$ cat src/rtl/sched_pkg.sv
// -----------------------------------------------------------------------------
// sched_pkg
// Shared types and helpers for the DRAM command scheduler.
//   cmd_e      : scheduler command classes (NOP, ACT, RD, WR, PRE, REF)
//   ENC_*      : {ras_n, cas_n, we_n} encodings for each command
//   cmd_enc    : maps a cmd_e to its {ras_n, cas_n, we_n} encoding
//   rr_pick    : one-hot round-robin pick from a request mask and a start pointer
// -----------------------------------------------------------------------------
package sched_pkg;

  typedef enum logic [2:0] {
    NOP = 3'd0,
    ACT = 3'd1,
    RD  = 3'd2,
    WR  = 3'd3,
    PRE = 3'd4,
    REF = 3'd5
  } cmd_e;

  localparam logic [2:0] ENC_NOP = 3'b111;
  localparam logic [2:0] ENC_ACT = 3'b011;
  localparam logic [2:0] ENC_RD  = 3'b101;
  localparam logic [2:0] ENC_WR  = 3'b100;
  localparam logic [2:0] ENC_PRE = 3'b010;
  localparam logic [2:0] ENC_REF = 3'b001;

  // Widest supported bank count; narrower callers zero-pad the mask.
  localparam int RR_MAX = 16;

  function automatic logic [2:0] cmd_enc(input cmd_e c);
    logic [2:0] enc;
    case (c)
      ACT:     enc = ENC_ACT;
      RD:      enc = ENC_RD;
      WR:      enc = ENC_WR;
      PRE:     enc = ENC_PRE;
      REF:     enc = ENC_REF;
      default: enc = ENC_NOP;
    endcase
    return enc;
  endfunction

  // Scan upward from ptr (wrapping at 16) and grant the first set mask bit.
  // Zero padding above the real bank count is skipped naturally.
  function automatic logic [RR_MAX-1:0] rr_pick(input logic [RR_MAX-1:0] mask,
                                                input logic [3:0]        ptr);
    logic [RR_MAX-1:0] gnt;
    logic              found;
    logic [3:0]        idx;
    gnt   = {RR_MAX{1'b0}};
    found = 1'b0;
    for (int i = 0; i < RR_MAX; i++) begin
      idx = ptr + 4'(i);
      if (mask[idx] && !found) begin
        gnt[idx] = 1'b1;
        found    = 1'b1;
      end else begin
        gnt = gnt;
      end
    end
    return gnt;
  endfunction

endpackage

$ cat src/rtl/dfi_lat_pipe.sv
// -----------------------------------------------------------------------------
// dfi_lat_pipe
// 16-deep pulse delay line for DFI data enables.
//   clk, rst   : clock, synchronous active-high reset (drops in-flight pulses)
//   pulse_in   : issue strobe, high in the grant cycle (one cycle before the
//                command appears on the DFI bus)
//   lat        : command-to-enable latency in DFI cycles (1..15)
//   pulse_out  : high exactly lat cycles after the command's DFI cycle
// Because pulse_in leads the DFI command by one cycle, stage k holds the pulse
// k cycles after the DFI command cycle, so the tap index equals the latency.
// -----------------------------------------------------------------------------
module dfi_lat_pipe (
  input  logic       clk,
  input  logic       rst,
  input  logic       pulse_in,
  input  logic [3:0] lat,
  output logic       pulse_out
);

  logic [15:0] sr_r;

  // Shift the issue strobe through the delay line.
  always_ff @(posedge clk) begin
    if (rst) begin
      sr_r <= 16'h0000;
    end else begin
      sr_r <= {sr_r[14:0], pulse_in};
    end
  end

  assign pulse_out = sr_r[lat];

endmodule

$ cat src/rtl/dram_cmd_scheduler.sv
// -----------------------------------------------------------------------------
// dram_cmd_scheduler
// N-bank command scheduler between per-bank controllers and the DFI bus.
//   Requests : act_req, rd_req, wr_req, pre_req, ref_req (one bit per bank),
//              ra / ca (per-bank row / column slices)
//   Grants   : act_gnt, rd_gnt, wr_gnt, pre_gnt, ref_gnt (combinational,
//              at most one bit set across all five vectors)
//   Timing   : t_rrd_m1, t_ccd_m1, t_wtr_m1, t_rtw_m1 (timing minus one),
//              dfi_wren_lat, dfi_rden_lat (1..15)
//   DFI      : dfi_cke, dfi_cs_n, dfi_ras_n, dfi_cas_n, dfi_we_n, dfi_ba,
//              dfi_addr, dfi_odt, dfi_wrdata_en, dfi_rddata_en
// Optional feature macro: SCHED_ODT_EN (drives dfi_odt around write data;
// without it dfi_odt is tied low).
// -----------------------------------------------------------------------------
module dram_cmd_scheduler
  import sched_pkg::*;
#(
  parameter int NUM_BANKS  = 8,
  parameter int BA_WIDTH   = 3,
  parameter int RA_WIDTH   = 14,
  parameter int CA_WIDTH   = 11,
  parameter int ADDR_WIDTH = 14,
  parameter int CNT_WIDTH  = 5
) (
  input  logic                          clk,
  input  logic                          rst,
  input  logic [NUM_BANKS-1:0]          act_req,
  input  logic [NUM_BANKS-1:0]          rd_req,
  input  logic [NUM_BANKS-1:0]          wr_req,
  input  logic [NUM_BANKS-1:0]          pre_req,
  input  logic [NUM_BANKS-1:0]          ref_req,
  input  logic [NUM_BANKS*RA_WIDTH-1:0] ra,
  input  logic [NUM_BANKS*CA_WIDTH-1:0] ca,
  output logic [NUM_BANKS-1:0]          act_gnt,
  output logic [NUM_BANKS-1:0]          rd_gnt,
  output logic [NUM_BANKS-1:0]          wr_gnt,
  output logic [NUM_BANKS-1:0]          pre_gnt,
  output logic [NUM_BANKS-1:0]          ref_gnt,
  input  logic [CNT_WIDTH-1:0]          t_rrd_m1,
  input  logic [CNT_WIDTH-1:0]          t_ccd_m1,
  input  logic [CNT_WIDTH-1:0]          t_wtr_m1,
  input  logic [CNT_WIDTH-1:0]          t_rtw_m1,
  input  logic [3:0]                    dfi_wren_lat,
  input  logic [3:0]                    dfi_rden_lat,
  output logic                          dfi_cke,
  output logic                          dfi_cs_n,
  output logic                          dfi_ras_n,
  output logic                          dfi_cas_n,
  output logic                          dfi_we_n,
  output logic [BA_WIDTH-1:0]           dfi_ba,
  output logic [ADDR_WIDTH-1:0]         dfi_addr,
  output logic                          dfi_odt,
  output logic                          dfi_wrdata_en,
  output logic                          dfi_rddata_en
);

  localparam logic [CNT_WIDTH-1:0] CNT_ZERO = {CNT_WIDTH{1'b0}};

  logic [CNT_WIDTH-1:0]  cnt_rrd_r, cnt_ccd_r, cnt_wtr_r, cnt_rtw_r;
  logic [BA_WIDTH-1:0]   ptr_r;
  logic                  last_wr_r;
  logic                  rd_ok_s, wr_ok_s, act_ok_s;
  cmd_e                  cmd_s;
  logic [NUM_BANKS-1:0]  mask_s, gnt_s;
  logic [RR_MAX-1:0]     pick_s;
  logic [BA_WIDTH-1:0]   gnt_idx_s;
  logic [RA_WIDTH-1:0]   ra_sel_s;
  logic [CA_WIDTH-1:0]   ca_sel_s;
  logic [ADDR_WIDTH-1:0] cas_addr_s;

  function automatic logic [CNT_WIDTH-1:0] sat_dec(input logic [CNT_WIDTH-1:0] c);
    return (c == CNT_ZERO) ? c : c - CNT_WIDTH'(1);
  endfunction

  assign act_ok_s = (|act_req) && (cnt_rrd_r == CNT_ZERO);
  assign rd_ok_s  = (|rd_req) && (cnt_ccd_r == CNT_ZERO) && (cnt_wtr_r == CNT_ZERO);
  assign wr_ok_s  = (|wr_req) && (cnt_ccd_r == CNT_ZERO) && (cnt_rtw_r == CNT_ZERO);

  // Pick the winning class; RD/WR ties follow the last CAS to avoid turnarounds.
  always_comb begin
    cmd_s  = NOP;
    mask_s = {NUM_BANKS{1'b0}};
    if (|ref_req) begin
      cmd_s  = REF;
      mask_s = ref_req;
    end else if (rd_ok_s && wr_ok_s) begin
      cmd_s  = last_wr_r ? WR : RD;
      mask_s = last_wr_r ? wr_req : rd_req;
    end else if (rd_ok_s) begin
      cmd_s  = RD;
      mask_s = rd_req;
    end else if (wr_ok_s) begin
      cmd_s  = WR;
      mask_s = wr_req;
    end else if (act_ok_s) begin
      cmd_s  = ACT;
      mask_s = act_req;
    end else if (|pre_req) begin
      cmd_s  = PRE;
      mask_s = pre_req;
    end else begin
      cmd_s  = NOP;
      mask_s = {NUM_BANKS{1'b0}};
    end
  end

  assign pick_s = rr_pick(RR_MAX'(mask_s), 4'(ptr_r));
  assign gnt_s  = pick_s[NUM_BANKS-1:0];

  if (NUM_BANKS < RR_MAX) begin : g_pick_pad
    logic unused_pick_s;
    assign unused_pick_s = ^pick_s[RR_MAX-1:NUM_BANKS];
  end

  assign act_gnt = (cmd_s == ACT) ? gnt_s : {NUM_BANKS{1'b0}};
  assign rd_gnt  = (cmd_s == RD)  ? gnt_s : {NUM_BANKS{1'b0}};
  assign wr_gnt  = (cmd_s == WR)  ? gnt_s : {NUM_BANKS{1'b0}};
  assign pre_gnt = (cmd_s == PRE) ? gnt_s : {NUM_BANKS{1'b0}};
  assign ref_gnt = (cmd_s == REF) ? gnt_s : {NUM_BANKS{1'b0}};

  // Encode the one-hot grant as a bank index.
  always_comb begin
    gnt_idx_s = {BA_WIDTH{1'b0}};
    for (int b = 0; b < NUM_BANKS; b++) begin
      gnt_idx_s = gnt_idx_s | (gnt_s[b] ? BA_WIDTH'(b) : {BA_WIDTH{1'b0}});
    end
  end

  assign ra_sel_s = ra[int'(gnt_idx_s)*RA_WIDTH +: RA_WIDTH];
  assign ca_sel_s = ca[int'(gnt_idx_s)*CA_WIDTH +: CA_WIDTH];

  // Column address: low ten bits direct, bit 10 (auto-precharge) held 0,
  // remaining column bits shifted up past it.
  always_comb begin
    cas_addr_s = {ADDR_WIDTH{1'b0}};
    for (int i = 0; i < CA_WIDTH; i++) begin
      if (i < 10) begin
        cas_addr_s[i] = ca_sel_s[i];
      end else begin
        cas_addr_s[i+1] = ca_sel_s[i];
      end
    end
  end

  // Timing counters, round-robin pointer and last-CAS direction.
  always_ff @(posedge clk) begin
    if (rst) begin
      cnt_rrd_r <= CNT_ZERO;
      cnt_ccd_r <= CNT_ZERO;
      cnt_wtr_r <= CNT_ZERO;
      cnt_rtw_r <= CNT_ZERO;
      ptr_r     <= {BA_WIDTH{1'b0}};
      last_wr_r <= 1'b0;
    end else begin
      cnt_rrd_r <= (cmd_s == ACT) ? t_rrd_m1 : sat_dec(cnt_rrd_r);
      cnt_ccd_r <= (cmd_s == RD || cmd_s == WR) ? t_ccd_m1 : sat_dec(cnt_ccd_r);
      cnt_wtr_r <= (cmd_s == WR) ? t_wtr_m1 : sat_dec(cnt_wtr_r);
      cnt_rtw_r <= (cmd_s == RD) ? t_rtw_m1 : sat_dec(cnt_rtw_r);
      ptr_r     <= (cmd_s != NOP) ? gnt_idx_s + BA_WIDTH'(1) : ptr_r;
      case (cmd_s)
        RD:      last_wr_r <= 1'b0;
        WR:      last_wr_r <= 1'b1;
        default: last_wr_r <= last_wr_r;
      endcase
    end
  end

  // Registered DFI command; NOP keeps ba/addr from the previous command.
  always_ff @(posedge clk) begin
    if (rst) begin
      dfi_cke   <= 1'b0;
      dfi_cs_n  <= 1'b1;
      dfi_ras_n <= 1'b1;
      dfi_cas_n <= 1'b1;
      dfi_we_n  <= 1'b1;
      dfi_ba    <= {BA_WIDTH{1'b0}};
      dfi_addr  <= {ADDR_WIDTH{1'b0}};
    end else begin
      dfi_cke  <= 1'b1;
      dfi_cs_n <= 1'b0;
      {dfi_ras_n, dfi_cas_n, dfi_we_n} <= cmd_enc(cmd_s);
      case (cmd_s)
        ACT: begin
          dfi_ba   <= gnt_idx_s;
          dfi_addr <= ADDR_WIDTH'(ra_sel_s);
        end
        RD, WR: begin
          dfi_ba   <= gnt_idx_s;
          dfi_addr <= cas_addr_s;
        end
        PRE: begin
          dfi_ba   <= gnt_idx_s;
          dfi_addr <= {ADDR_WIDTH{1'b0}};
        end
        REF: begin
          dfi_ba   <= {BA_WIDTH{1'b0}};
          dfi_addr <= dfi_addr;
        end
        default: begin
          dfi_ba   <= dfi_ba;
          dfi_addr <= dfi_addr;
        end
      endcase
    end
  end

  dfi_lat_pipe u_wr_pipe (
    .clk       (clk),
    .rst       (rst),
    .pulse_in  (cmd_s == WR),
    .lat       (dfi_wren_lat),
    .pulse_out (dfi_wrdata_en)
  );

  dfi_lat_pipe u_rd_pipe (
    .clk       (clk),
    .rst       (rst),
    .pulse_in  (cmd_s == RD),
    .lat       (dfi_rden_lat),
    .pulse_out (dfi_rddata_en)
  );

`ifdef SCHED_ODT_EN
  logic wren_d_r;

  // One-cycle echo of write data enable extends ODT past the data beat.
  always_ff @(posedge clk) begin
    if (rst) begin
      wren_d_r <= 1'b0;
    end else begin
      wren_d_r <= dfi_wrdata_en;
    end
  end

  assign dfi_odt = dfi_wrdata_en | wren_d_r;
`else
  assign dfi_odt = 1'b0;
`endif

endmodule

$ cat config.mk
export PLATFORM = sky130hd
export DESIGN_NAME = dram_cmd_scheduler
export DESIGN_NICKNAME = d
export VERILOG_FILES = /design/src/rtl/sched_pkg.sv /design/src/rtl/dfi_lat_pipe.sv /design/src/rtl/dram_cmd_scheduler.sv
export SDC_FILE = /design/constraint.sdc
export NUM_CORES = 1
export LEC_CHECK = 0
export CAP_MARGIN = 20
export CELL_PAD_IN_SITES_DETAIL_PLACEMENT = 0
export CELL_PAD_IN_SITES_GLOBAL_PLACEMENT = 1
export CORE_MARGIN = 3
export CORE_UTILIZATION = 30
export CTS_BUF_LIST = sky130_fd_sc_hd__clkbuf_8
export DETAILED_ROUTE_END_ITERATION = 10
export GPL_TIMING_DRIVEN = 0
export HOLD_SLACK_MARGIN = 0.12
export PLACE_DENSITY = 0.91
export SYNTH_ARGS = -nofsm -noshare
export SYNTH_HDL_FRONTEND = slang
export SYNTH_SLANG_ARGS = --single-unit
$ cat constraint.sdc
create_clock -name clk -period 9.9 [get_ports clk]
set_input_delay 2.97 -clock clk [delete_from_list [all_inputs] [get_ports clk]]
set_output_delay 2.97 -clock clk [all_outputs]
set_load 0.01 [all_outputs]
* After elaboration in Yosys (flattened, before gate mapping)
Index checks and enable logic that the tools add are counted.
** Cells by class
- Add/sub/neg operators :: 20
- Multipliers :: 2
- $lt $le $gt $ge :: 34
- Eq/ne operators :: 9
- Shift operators :: 2
- Mux-type cells :: 139
- Bitwise logic cells :: 21
- Reduce and logical (&&, ||, !) cells :: 68
** Operators with widths (number)
- 8-bit two-way mux :: 28
- 8-bit OR :: 15
- 112-bit by 8-bit variable part select with 14-bit output :: 1
- 88-bit by 8-bit variable part select with 11-bit output :: 1
- 4-bit by 5-bit less-than comparator with 1-bit output, second input constant :: 17
- 1-bit binary-select mux with 4-bit select :: 17
- 1-bit demux with 4-bit select :: 15
- 4-bit by 1-bit >= comparator with 1-bit output, second input constant :: 15
- 1-bit two-way mux :: 53
- 14-bit one-hot mux with 3 select lines :: 1
- 5-bit two-way mux :: 8
- 8-bit OR reduction :: 5
- 1-bit logical AND :: 37
- 3-bit by 4-bit adder with 4-bit output, second input constant :: 8
- 3-bit two-way mux :: 10
- 5-bit zero test :: 4
- 5-bit by 1-bit subtractor with 5-bit output, second input constant :: 4
- 3-bit by 3-bit adder with 4-bit output, second input constant :: 4
- 1-bit zero test :: 15
- 3-bit one-hot mux with 5 select lines :: 1
- 3-bit OR :: 3
- 3-bit by 2-bit adder with 4-bit output, second input constant :: 2
- 3-bit by 4-bit multiplier with 7-bit output, second input constant :: 1
- 3-bit by 2-bit equality test with 1-bit output, second input constant :: 2
- other kinds (22) :: 28
** Storage, ports and cells
- Register bits :: 78
- Input bits :: 270
- Output and inout bits :: 65
- Logic and storage cells :: 310

* Logic depth before layout (Yosys ltp)
Gate-level depths: netlist (run 1).
- Depth in word-level cells :: 65
- Depth in mapped cells :: 25
- Mapped depth without buffers :: 19

* Modules after synthesis
Synthesis (run 1) repeated with hierarchy kept, for this count alone.
** Second synthesis, totals
- Cells, all modules :: 1077
- Area total of the unflattened synthesis :: 8424.3 um^2
** By module, submodules not included
- dram_cmd_scheduler :: instances 1, cells an instance 997, area each 7305.8 um^2, sequential area each 920.9 um^2
- dfi_lat_pipe :: instances 2, cells an instance 40, area each 559.3 um^2, sequential area each 320.3 um^2

* Worst setup path after synthesis (run 1)
No wires, ideal clock.
- Path kind :: input-to-output
- Start :: input wr_req[4]
- End :: output act_gnt[0]
- Data arrival time :: 6.707 ns
- Data required time :: 6.930 ns
- Slack :: 0.223 ns
- Stages :: 15
- Buffers on the path :: 2
- Path through :: or4_1 o211ai_1 o211a_1 a221oi_4 a2bb2oi_1 nand3_2 o31ai_2 nor3_2 buf_2 buf_4 nand4_1 nand3_1 a221o_1 a221oi_1 nor2_1
** Between the ends
- Word-level cells in the longest chain between the ends :: 56
- Elaborated cells between the ends (all ways) :: 123
- Those cells by class :: eq/ne (1); mux (73); bitwise (15); reduce/logical (34)
** Ends and longest elaborated chain
- start, declared :: RTL line dram_cmd_scheduler.sv:29 : input logic [NUM_BANKS-1:0] wr_req,
- 8-bit OR reduction :: RTL line dram_cmd_scheduler.sv:77 : assign wr_ok_s = (|wr_req) && (cnt_ccd_r == CNT_ZERO) && (cnt_rtw_r == CNT_ZERO);
- 1-bit logical AND (2 in a row) :: RTL line dram_cmd_scheduler.sv:77
- 8-bit two-way mux :: RTL line dram_cmd_scheduler.sv:92 : end else if (wr_ok_s) begin
- 8-bit two-way mux :: RTL line dram_cmd_scheduler.sv:89 : end else if (rd_ok_s) begin
- 8-bit two-way mux :: RTL line dram_cmd_scheduler.sv:86 : end else if (rd_ok_s && wr_ok_s) begin
- 8-bit two-way mux :: RTL line dram_cmd_scheduler.sv:83 : if (|ref_req) begin
- 1-bit binary-select mux with 3-bit select :: RTL line sched_pkg.sv:54 : if (mask[idx] && !found) begin
- 1-bit two-way mux (implied by the code) :: RTL line sched_pkg.sv:54
- (+39 left out)
- 1-bit two-way mux :: RTL line sched_pkg.sv:54
- 1-bit zero test :: RTL line sched_pkg.sv:54
- 1-bit logical AND :: RTL line sched_pkg.sv:54
- 1-bit two-way mux :: RTL line sched_pkg.sv:54
- 1-bit zero test :: RTL line sched_pkg.sv:54
- 1-bit logical AND :: RTL line sched_pkg.sv:54
- 8-bit two-way mux :: RTL line sched_pkg.sv:54
- 8-bit two-way mux (*) :: RTL line dram_cmd_scheduler.sv:115 : assign act_gnt = (cmd_s == ACT) ? gnt_s : {NUM_BANKS{1'b0}};
- end, declared :: RTL line dram_cmd_scheduler.sv:34 : output logic [NUM_BANKS-1:0] act_gnt,
Mark *: on every way between the ends. The rest lies on a longest branch, timed or not. The select of a mux whose other input is x is not followed.

* Worst setup path after layout (run 1)
- Start :: input rd_req[3]
- End :: output wr_gnt[5]
** Between the ends
- Word-level cells in the longest chain between the ends :: 55
- Elaborated cells between the ends (all ways) :: 121
- Those cells by class :: eq/ne (1); mux (71); bitwise (15); reduce/logical (34)
** Ends and longest elaborated chain
- start, declared :: RTL line dram_cmd_scheduler.sv:28 : input logic [NUM_BANKS-1:0] rd_req,
- 8-bit OR reduction :: RTL line dram_cmd_scheduler.sv:76 : assign rd_ok_s = (|rd_req) && (cnt_ccd_r == CNT_ZERO) && (cnt_wtr_r == CNT_ZERO);
- 1-bit logical AND (2 in a row) :: RTL line dram_cmd_scheduler.sv:76
- 8-bit two-way mux or 1-bit logical AND (tied branches) :: RTL line dram_cmd_scheduler.sv:89, dram_cmd_scheduler.sv:86
- 8-bit two-way mux :: RTL line dram_cmd_scheduler.sv:86
- 8-bit two-way mux :: RTL line dram_cmd_scheduler.sv:83
- 1-bit binary-select mux with 3-bit select :: RTL line sched_pkg.sv:54
- 1-bit two-way mux (implied by the code) :: RTL line sched_pkg.sv:54
- 1-bit two-way mux :: RTL line sched_pkg.sv:54
- (+38 left out)
- 1-bit two-way mux :: RTL line sched_pkg.sv:54
- 1-bit zero test :: RTL line sched_pkg.sv:54
- 1-bit logical AND :: RTL line sched_pkg.sv:54
- 1-bit two-way mux :: RTL line sched_pkg.sv:54
- 1-bit zero test :: RTL line sched_pkg.sv:54
- 1-bit logical AND :: RTL line sched_pkg.sv:54
- 8-bit two-way mux :: RTL line sched_pkg.sv:54
- 8-bit two-way mux (*) :: RTL line dram_cmd_scheduler.sv:117 : assign wr_gnt = (cmd_s == WR) ? gnt_s : {NUM_BANKS{1'b0}};
- end, declared :: RTL line dram_cmd_scheduler.sv:36 : output logic [NUM_BANKS-1:0] wr_gnt,
Marked as above.

==> results.md, run 1 <==
* Mean area per synthesized cell at 7.317 µm²
* Die H at 165.1 µm
* CP most frequent cell: buf_6
* Final Hold Viols at 0
* Worst skew pair latency at 360 ps
* Via density at 5.698
* CTS H-tree depth at 3
* Drt drc at 0
* Max IR drop VDD at 0.3331 mV
* Area of the die at around 27000 µm²
* Port Buffers at between 300 and 400
* Final Non-Filler Cells at 1805
* Area Overhead vs Synth at 69.11%
* Flops & latches, synth at a little under 80
* Post-DP Area at roughly 11000 µm²
* CTS tree: built
* Core area at ~25000 µm²
* R2R Path Start: cnt_ccd_r[0]$_SDFFE_PP0P_
* WL/cell at ~22 µm
* Synth Cell Area at approximately 7600 µm²
* First-pass GRT wire length at about 57000 µm
* Crit Path Category: input pin to primary output
* # IOs at around 340
* Root Buffer: clkbuf_8
* Mapped Nets at approximately 1300
* Placed cells at about 1700
* Antenna-violating nets left at 0
* Smallest hold slack at about 470 ps
* Startpoint types: input pin
* Initial DRC count at 851
* Status: finished with violations
* Total congestion overflow at 0
* Worst Skew at between 9 and 10 ps
* Initial DRT Pass Iterations at 6
* Clock Path Buffers at 2
* DP HPWL at 29580 µm
* Crit. Startpoint: rd_req[3]
* Largest net degree at the start of global routing at 15
* Distinct cells, synth at 91
* Nets@finish at between 1500 and 2000
* Largest cells by area after synthesis: dfxtp_1 21%, nand2_1 10%, nor2_1 5.2%
* Max-Slew Margin vs Limit at 35.58%
* Hold_sp: u_wr_pipe.sr_r[2]$_SDFF_PP0_
* Synth Flop Type: dfxtp_1
* Critical path arrival at 6940 ps
* Reg2Reg Setup Slack at 3110 ps
* WL final at around 39000 µm
* Pleak at just over 5 nW
* Crit path time final at 9914 ps
* Total power at ~4.5 mW
* Cts hold-fix bufs at 0
* Top-area cell type share of the netlist area at 20.56%
* Final Max Slew Viols at 0
* Routed vias at a little over 10000
* Maxcap violations at 0
* Hold crit path type: register to register
* Worst Setup End Kind: primary output
* Antenna violations before repair at 1
* Worst path required time at between 6000 and 7000 ps
* CTS buffer count at 9
* Slowest stage delay, CP at 370 ps
* Critical Path End: wr_gnt[5]
* Area leader, netlist: dfxtp_1
* Die width at roughly 170 µm
* Clk slew on worst S/H paths at ~90 ps
* Power density cells at between 300 and 400 nW/µm²
* Vias in the first global route at between 10000 and 15000
* Clock sink count at 78
* Filler cell count at 2353
* # rows at between 50 and 60
* Reg-to-Reg End: dfi_addr[6]$_SDFFE_PP0P_
* RSZ-0062 raised after global routing: yes
* Mapped Cells at between 1000 and 1500
* CP max-delay cell: a311oi_4
* Synth Warn # at 0
* Total GRT Usage at between 20% and 30%
* Failing checks: negative setup slack
* Post-route clock period utilization at 100.1%
* Slew @ Worst Pin at roughly 950 ps
* Final worst slack at -13.87 ps
* Sequential share of the synthesized area at roughly a fifth
* Post-synth EDFFs at 0
* Worst path cell trace: buf_8, nor4_4, a2111o_1, buf_6, mux2_4, a221oi_4, a221oi_2, a311oi_4, buf_4, a21oi_4, buf_6, nor4bb_2, a41oi_2, nand3_2, a2111oi_4, buf_4, buf_6, nor2_1, buf_2
* Fmax at roughly 100 MHz
* Design area at between 10000 and 15000 µm²
* RD Place Congestion at about 0.92
* CP Max Fanout at 5
* Finish-stage setup viols at 4
* Fraction of registers with async set or reset after synthesis at 0%
* R2R cell count at 25
* Initial Util at between 30% and 40%
* Proportion of layout cells with a drive suffix above 1 at ~22%
-- logic make-up after synthesis --
logic type / Yosys count / share of synthesized area [%]
AOI/OAI and AO/OA: 247 / 26.67
xor gates and xnor gates: 10 / 1.153
adders and majority gates: 25 / 4.119
buffers and inverters: 96 / 5.717
DFF: 78 / 20.56
muxes: 45 / 7.825
other: 1 / 0.04938
and+or+nand+nor: 536 / 33.90
-- worst min-delay path by stage --
| stage | end | slack [ps] | depth (start not counted) |
|---|---|---|---|
| finish | u_wr_pipe.sr_r[3]$_SDFF_PP0_ | 470 | 1 |
| CTS | u_rd_pipe.sr_r[5]$_SDFF_PP0_ | 470 | 1 |
| detailed placement | u_wr_pipe.sr_r[8]$_SDFF_PP0_ | 450 | 1 |
| global placement | u_rd_pipe.sr_r[5]$_SDFF_PP0_ | 440 | 1 |
| floorplan | u_rd_pipe.sr_r[11]$_SDFF_PP0_ | 430 | 1 |
| global route | u_rd_pipe.sr_r[11]$_SDFF_PP0_ | 480 | 1 |
-- where the power goes --
group | internal [mW] | switching, mW | total [mW] | leakage (nW)
logic | 1.45 | 2.35 | 3.79 | 4.35
registers | 0.362 | 0.0529 | 0.415 | 0.635
clock network | 0.151 | 0.130 | 0.282 | 0.118
-- Yosys cell counts, drive strengths merged (11+ instances only) --
cell type / count
a31oi: 23
nor2b: 36
mux2i: 32
nor3: 30
nand3: 74
nand2: 202
a221oi: 12
mux4: 11
dfxtp: 78
nor2: 105
a21oi: 47
clkbuf: 35
o21ai: 17
nor4: 16
buf: 35
a32oi: 37
nand4: 24
ha: 25
inv: 25
-- state kept, by name, summed over array words and instances (netlist names), 5 cells and up --
name and count:
cnt_ccd_r 5, cnt_rrd_r 5, cnt_rtw_r 5, cnt_wtr_r 5, dfi_addr 14, u_rd_pipe.sr_r 16, u_wr_pipe.sr_r 16
-- critical path, delay by kind of cell --
| kind | cells | cell delay [ps] |
|---|---|---|
| multiplexers | 1 | 310 |
| AO/OA/AOI/OAI | 7 | 1860 |
| buffers and inverters | 7 | 1040 |
| AND/OR/NAND/NOR | 4 | 750 |
-- cell usage in the layout (no fill, tap or decap), types with 5 or more instances in the layout --
cell | synthesis | layout
a22oi_1 | 6 | 5
buf_6 | 2 | 15
a221o_1 | 5 | 5
a31oi_1 | 23 | 19
buf_4 | 8 | 96
nor3_1 | 29 | 25
ha_1 | 25 | 25
a22o_1 | 5 | 5
inv_1 | 24 | 24
nor4b_2 | 3 | 5
buf_2 | 23 | 57
a21oi_1 | 46 | 35
a221oi_1 | 10 | 5
and3_1 | 7 | 7
and2_1 | 9 | 7
nor2_1 | 105 | 99
clkbuf_2 | 0 | 13
or3_1 | 5 | 5
xnor2_1 | 7 | 7
clkbuf_1 | 35 | 32
nor4_4 | 1 | 8
mux4_2 | 11 | 11
a21oi_2 | 1 | 8
nand4_1 | 23 | 23
mux2i_1 | 32 | 32
o211ai_1 | 9 | 9
a311oi_1 | 6 | 6
clkdlybuf4s50_1 | 0 | 267
nor2b_1 | 36 | 36
o21ai_0 | 16 | 15
a32oi_1 | 37 | 35
dlymetal6s2s_1 | 0 | 9
clkbuf_8 | 0 | 10
o221ai_1 | 10 | 7
dfxtp_1 | 78 | 78
a2111oi_4 | 5 | 8
nand3_1 | 72 | 68
nor4_1 | 12 | 5
nand2_1 | 202 | 201
-- area by class of cell --
cell class / count / area (µm²) / area share, %
inverters: 26 / 97.59 / 0.7599
plain buffers: 67 / 347.8 / 2.708
repair buffers: 429 / 3861 / 30.06
flip-flops and latches: 78 / 1562 / 12.16
well taps: 324 / 405.4 / 3.156
multi-input cells: 864 / 6336 / 49.33
clock buffers: 10 / 137.6 / 1.072
clock inverters: 6 / 93.84 / 0.7306
diodes: 1 / 2.502 / 0.01948
-- metal layers --
layer  vias to the layer above  wire, µm  track usage, %
met5                         -         0               0
met4                         0      1748           11.44
met3                       112      3602           6.136
met2                       582     19490           47.84
met1                      4818     14270           30.47
li1                       4773         -               -
-- repair_timing --
| action | in CTS | in global routing |
|---|---|---|
| gates resized for setup | 268 | 104 |
| endpoints found under the setup margin | 40 | 40 |
| pin swaps | 55 | 65 |
| setup buffers | 66 | 35 |
-- metrics by stage --
step,worst slack (ps),setup TNS (ps),util [%]
2_1_floorplan,222.8,0,-
3_3_place_gp,-1720,-66590,46.06
3_5_place_dp,-1662,-63780,46.06
4_1_cts,-29.94,-79.48,50.54
5_1_grt,-196.3,-2949,52.20
6_report,-13.87,-28.28,52.20
No activity file was read; power rests on OpenSTA's default activity.
==> run 2: changes to the inputs <==
CAP_MARGIN = default   (was 20)
CORE_MARGIN = 1.5   (was 3)
==> run 2 against run 1 <==
  * The flow still finishes with violations (negative setup slack)
  * Non-clock buffer count up 15
  * Sequential share of layout area down 0.20 points
  * Critical path depth up 2
  * Highest routed layer unchanged
==> results.md, run 2 (same netlist as run 1, synthesis figures left out) <==
* Worst skew pair latency at 360 ps (about the same)
* R2R cell count at 29 (was 25)
* Total power at 4.552 mW (was 4.491 mW)
* CTS tree: built (unchanged)
* Vias in the first global route at 10280 (was 10140)
* Die width at 162.1 µm (was 165.1 µm)
* Maxcap violations at 0 (unchanged)
* Initial DRT Pass Iterations at 5 (was 6)
* Worst path cell trace: buf_6, or4_4, o211ai_1, buf_4, buf_6, o211ai_1, o221a_4, buf_4, nand2_4, nand3_4, o31ai_4, nor3_2, buf_4, buf_6, nand4_1, nand3_1, a221o_1, a221oi_4, buf_4, nor2_1, buf_2 (was buf_8, nor4_4, a2111o_1, buf_6, mux2_4, a221oi_4, a221oi_2, a311oi_4, buf_4, a21oi_4, buf_6, nor4bb_2, a41oi_2, nand3_2, a2111oi_4, buf_4, buf_6, nor2_1, buf_2)
* Nets@finish at 1785 (was 1770)
* Largest regs: u_rd_pipe.sr_r (16), u_wr_pipe.sr_r (16), dfi_addr (14) (unchanged)
* Slowest stage delay, CP at 540 ps (was 370 ps)
* Die H at 162.1 µm (was 165.1 µm)
* Met1 WL at 14790 µm (was 14270 µm)
* Crit Path Category: input pin to primary output (unchanged)
* # rows at 58 (was 57)
* Final Hold Viols at 0 (unchanged)
* Hold depth at 1 (unchanged)
* Int Pwr at 1.956 mW (was 1.961 mW)
* Clock Path Buffers at 2 (unchanged)
* DR WL met3 at 3149 µm (was 3602 µm)
* Leading cell types in the layout, fill and taps excluded: 263 x clkdlybuf4s50_1, 199 x nand2_1, 110 x buf_4, 97 x nor2_1, 78 x dfxtp_1 (was 267 x clkdlybuf4s50_1, 201 x nand2_1, 99 x nor2_1, 96 x buf_4, 78 x dfxtp_1)
* Max-Slew Margin vs Limit at 26.45% (was 35.58%)
* Flop pwr share at 9.1% (was 9.2%)
* Max IR drop VDD at 0.2372 mV (was 0.3331 mV)
* CP most frequent cell: buf_4 (was buf_6)
* Initial Util at 30.33% (was 30.87%)
* Setup WS pre-CTS at -1639 ps (was -1662 ps)
* Reg-to-Reg End: dfi_addr[6]$_SDFFE_PP0P_ (unchanged)
* Sw Pwr at 2.596 mW (was 2.530 mW)
* Routed vias at 10470 (was 10290)
* Post-DP Area at 11340 µm² (was 11330 µm²)
* Antenna violations before repair at 0 (was 1)
* Finish-stage setup viols at 16 (was 4)
* CP Max Fanout at 6 (was 5)
* Critical path arrival at 6980 ps (was 6940 ps)
* Clk network pwr share at 5.2% (was 6.3%)
* R2R Path Start: cnt_wtr_r[0]$_SDFFE_PP0P_ (was cnt_ccd_r[0]$_SDFFE_PP0P_)
* First-pass GRT wire length at 57260 µm (was 56710 µm)
* Failing checks: negative setup slack (unchanged)
* Initial DRC count at 761 (was 851)
* Hold_sp: u_rd_pipe.sr_r[2]$_SDFF_PP0_ (was u_wr_pipe.sr_r[2]$_SDFF_PP0_)
* Pleak at 5.186 nW (was 5.108 nW)
* Hold crit path type: register to register (unchanged)
* Final worst slack at -46.55 ps (was -13.87 ps)
* Area Overhead vs Synth at 71.98% (was 69.11%)
* Worst Skew at 11.68 ps (was 9.087 ps)
* Reg2Reg Setup Slack at 3190 ps (was 3110 ps)
* DP HPWL at 29350 µm (was 29580 µm)
* Worst path required time at 6930 ps (about the same)
* Total GRT Usage at 28.01% (was 26.78%)
* Startpoint types: input pin (unchanged)
* Proportion of layout cells with a drive suffix above 1 at 23.61% (was 22.03%)
* RD Place Congestion at 1.014 (was 0.9245)
* Placed cells at 1701 (was 1695)
* Fmax at 100.5 MHz (was 100.9 MHz)
* CTS buffer count at 9 (unchanged)
* Clock sink count at 78 (unchanged)
* Status: finished with violations (unchanged)
* Combinational share of power at 85.7% (was 84.5%)
* Port Buffers at 333 (unchanged)
* RSZ-0062 raised after global routing: yes (unchanged)
* Area of the die at 26280 µm² (was 27260 µm²)
* Via density at 5.738 (was 5.698)
* Design area at 13060 µm² (was 12840 µm²)
* Hold EP: u_rd_pipe.sr_r[3]$_SDFF_PP0_ (was u_wr_pipe.sr_r[3]$_SDFF_PP0_)
* Cts hold-fix bufs at 0 (unchanged)
* Commonest non-fill, non-tap cell in the layout: clkdlybuf4s50_1 (unchanged)
* Largest net degree at the start of global routing at 17 (was 15)
* Crit path time final at 9947 ps (was 9914 ps)
* Slew @ Worst Pin at 1088 ps (was 952.9 ps)
* Final Non-Filler Cells at 1825 (was 1805)
* ANT cells at 0 (was 1)
* Post-route clock period utilization at 100.5% (was 100.1%)
* WL/cell at 21.52 µm (was 21.67 µm)
* Worst Setup End Kind: primary output (unchanged)
* Root Buffer: clkbuf_8 (unchanged)
* Crit. Startpoint: wr_req[3] (was rd_req[3])
* Setup_tns at -361.3 ps (was -28.28 ps)
* Metal2 WL at 19430 µm (was 19490 µm)
* Total congestion overflow at 0 (unchanged)
* Max Used Layer: met4 (unchanged)
* Power density cells at 348.5 nW/µm² (was 349.7 nW/µm²)
* CP max-delay cell: or4_4 (was a311oi_4)
* Final Max Slew Viols at 0 (unchanged)
* # IOs at 335 (unchanged)
* Antenna-violating nets left at 0 (unchanged)
* WL final at 39280 µm (was 39110 µm)
* Drt drc at 0 (unchanged)
* Core area at 25040 µm² (was 24600 µm²)
* Clk slew on worst S/H paths at 90 ps (about the same)
* Sw Share at 57.04% (was 56.33%)
* CTS H-tree depth at 3 (unchanged)
run 2: cell types whose count changed in the layout (fill, tap and decap cells not counted), sizes merged:
cell           change
clkbuf             -1
clkinvlp           +2
clkinv             -1
clkdlybuf4s50      -4
buf               +15
bufinv             -2
inv                +2
dlymetal6s2s       +4
diode              -1
run 2: area by class of cell:
class                      count  area, µm²
clock inverter                 7      66.31
timing repair buffer         444       4020
fill                        2423      11980
inverter                      26      97.59
clock buffer                   9      123.9
tap                          330      412.9
sequential                    78       1562
multi-input combinational    864       6435
buffer                        67      344.1
run 2: layer usage:
metal | vias to the layer above | track usage (%)
met5 | - | 0
met4 | 0 | 12.14
met3 | 122 | 4.648
met2 | 613 | 50.33
met1 | 4954 | 32.71
li1 | 4782 | -
run 2: how the worst max path moves through the flow:
stage                       to  slack, ps
finish              ref_gnt[0]        -50
global route        ref_gnt[0]       -150
CTS                  wr_gnt[2]        -40
detailed placement   wr_gnt[2]      -1640
global placement     wr_gnt[2]      -1690
floorplan           act_gnt[0]        220
run 2: worst max-delay path, delay by kind of cell:
family / cells / cell delay [ps]
compound gates: 6 / 1650
simple gates: 7 / 1110
buf+inv: 8 / 1230
run 2: power groups by stage:
| stage | sequential [mW] | combinational, mW | clock [mW] |
|---|---|---|---|
| 2_1_floorplan | 0.410 | 2.13 | 0 |
| 3_3_place_gp | 0.418 | 3.19 | 0 |
| 3_5_place_dp | 0.421 | 3.18 | 0 |
| 4_1_cts | 0.413 | 3.63 | 0.243 |
| 5_1_grt | 0.422 | 4.14 | 0.253 |
| 6_report | 0.415 | 3.90 | 0.236 |
run 2: metrics by stage:
stage / hold WS, ps / utilization [%]
final: 466.3 / 52.17
after global routing: 475.4 / 52.17
after CTS: 465.8 / 50.38
after detailed placement: 444.8 / 45.30
after global placement: 436.1 / 45.30
after floorplan: 432.4 / -
run 2: repair_timing:
action / in CTS / in global routing
gates cloned: 0 / 0
pin swaps: 59 / 50
setup endpoints to repair: 40 / 40
gates resized for setup: 289 / 113
setup buffers: 77 / 40
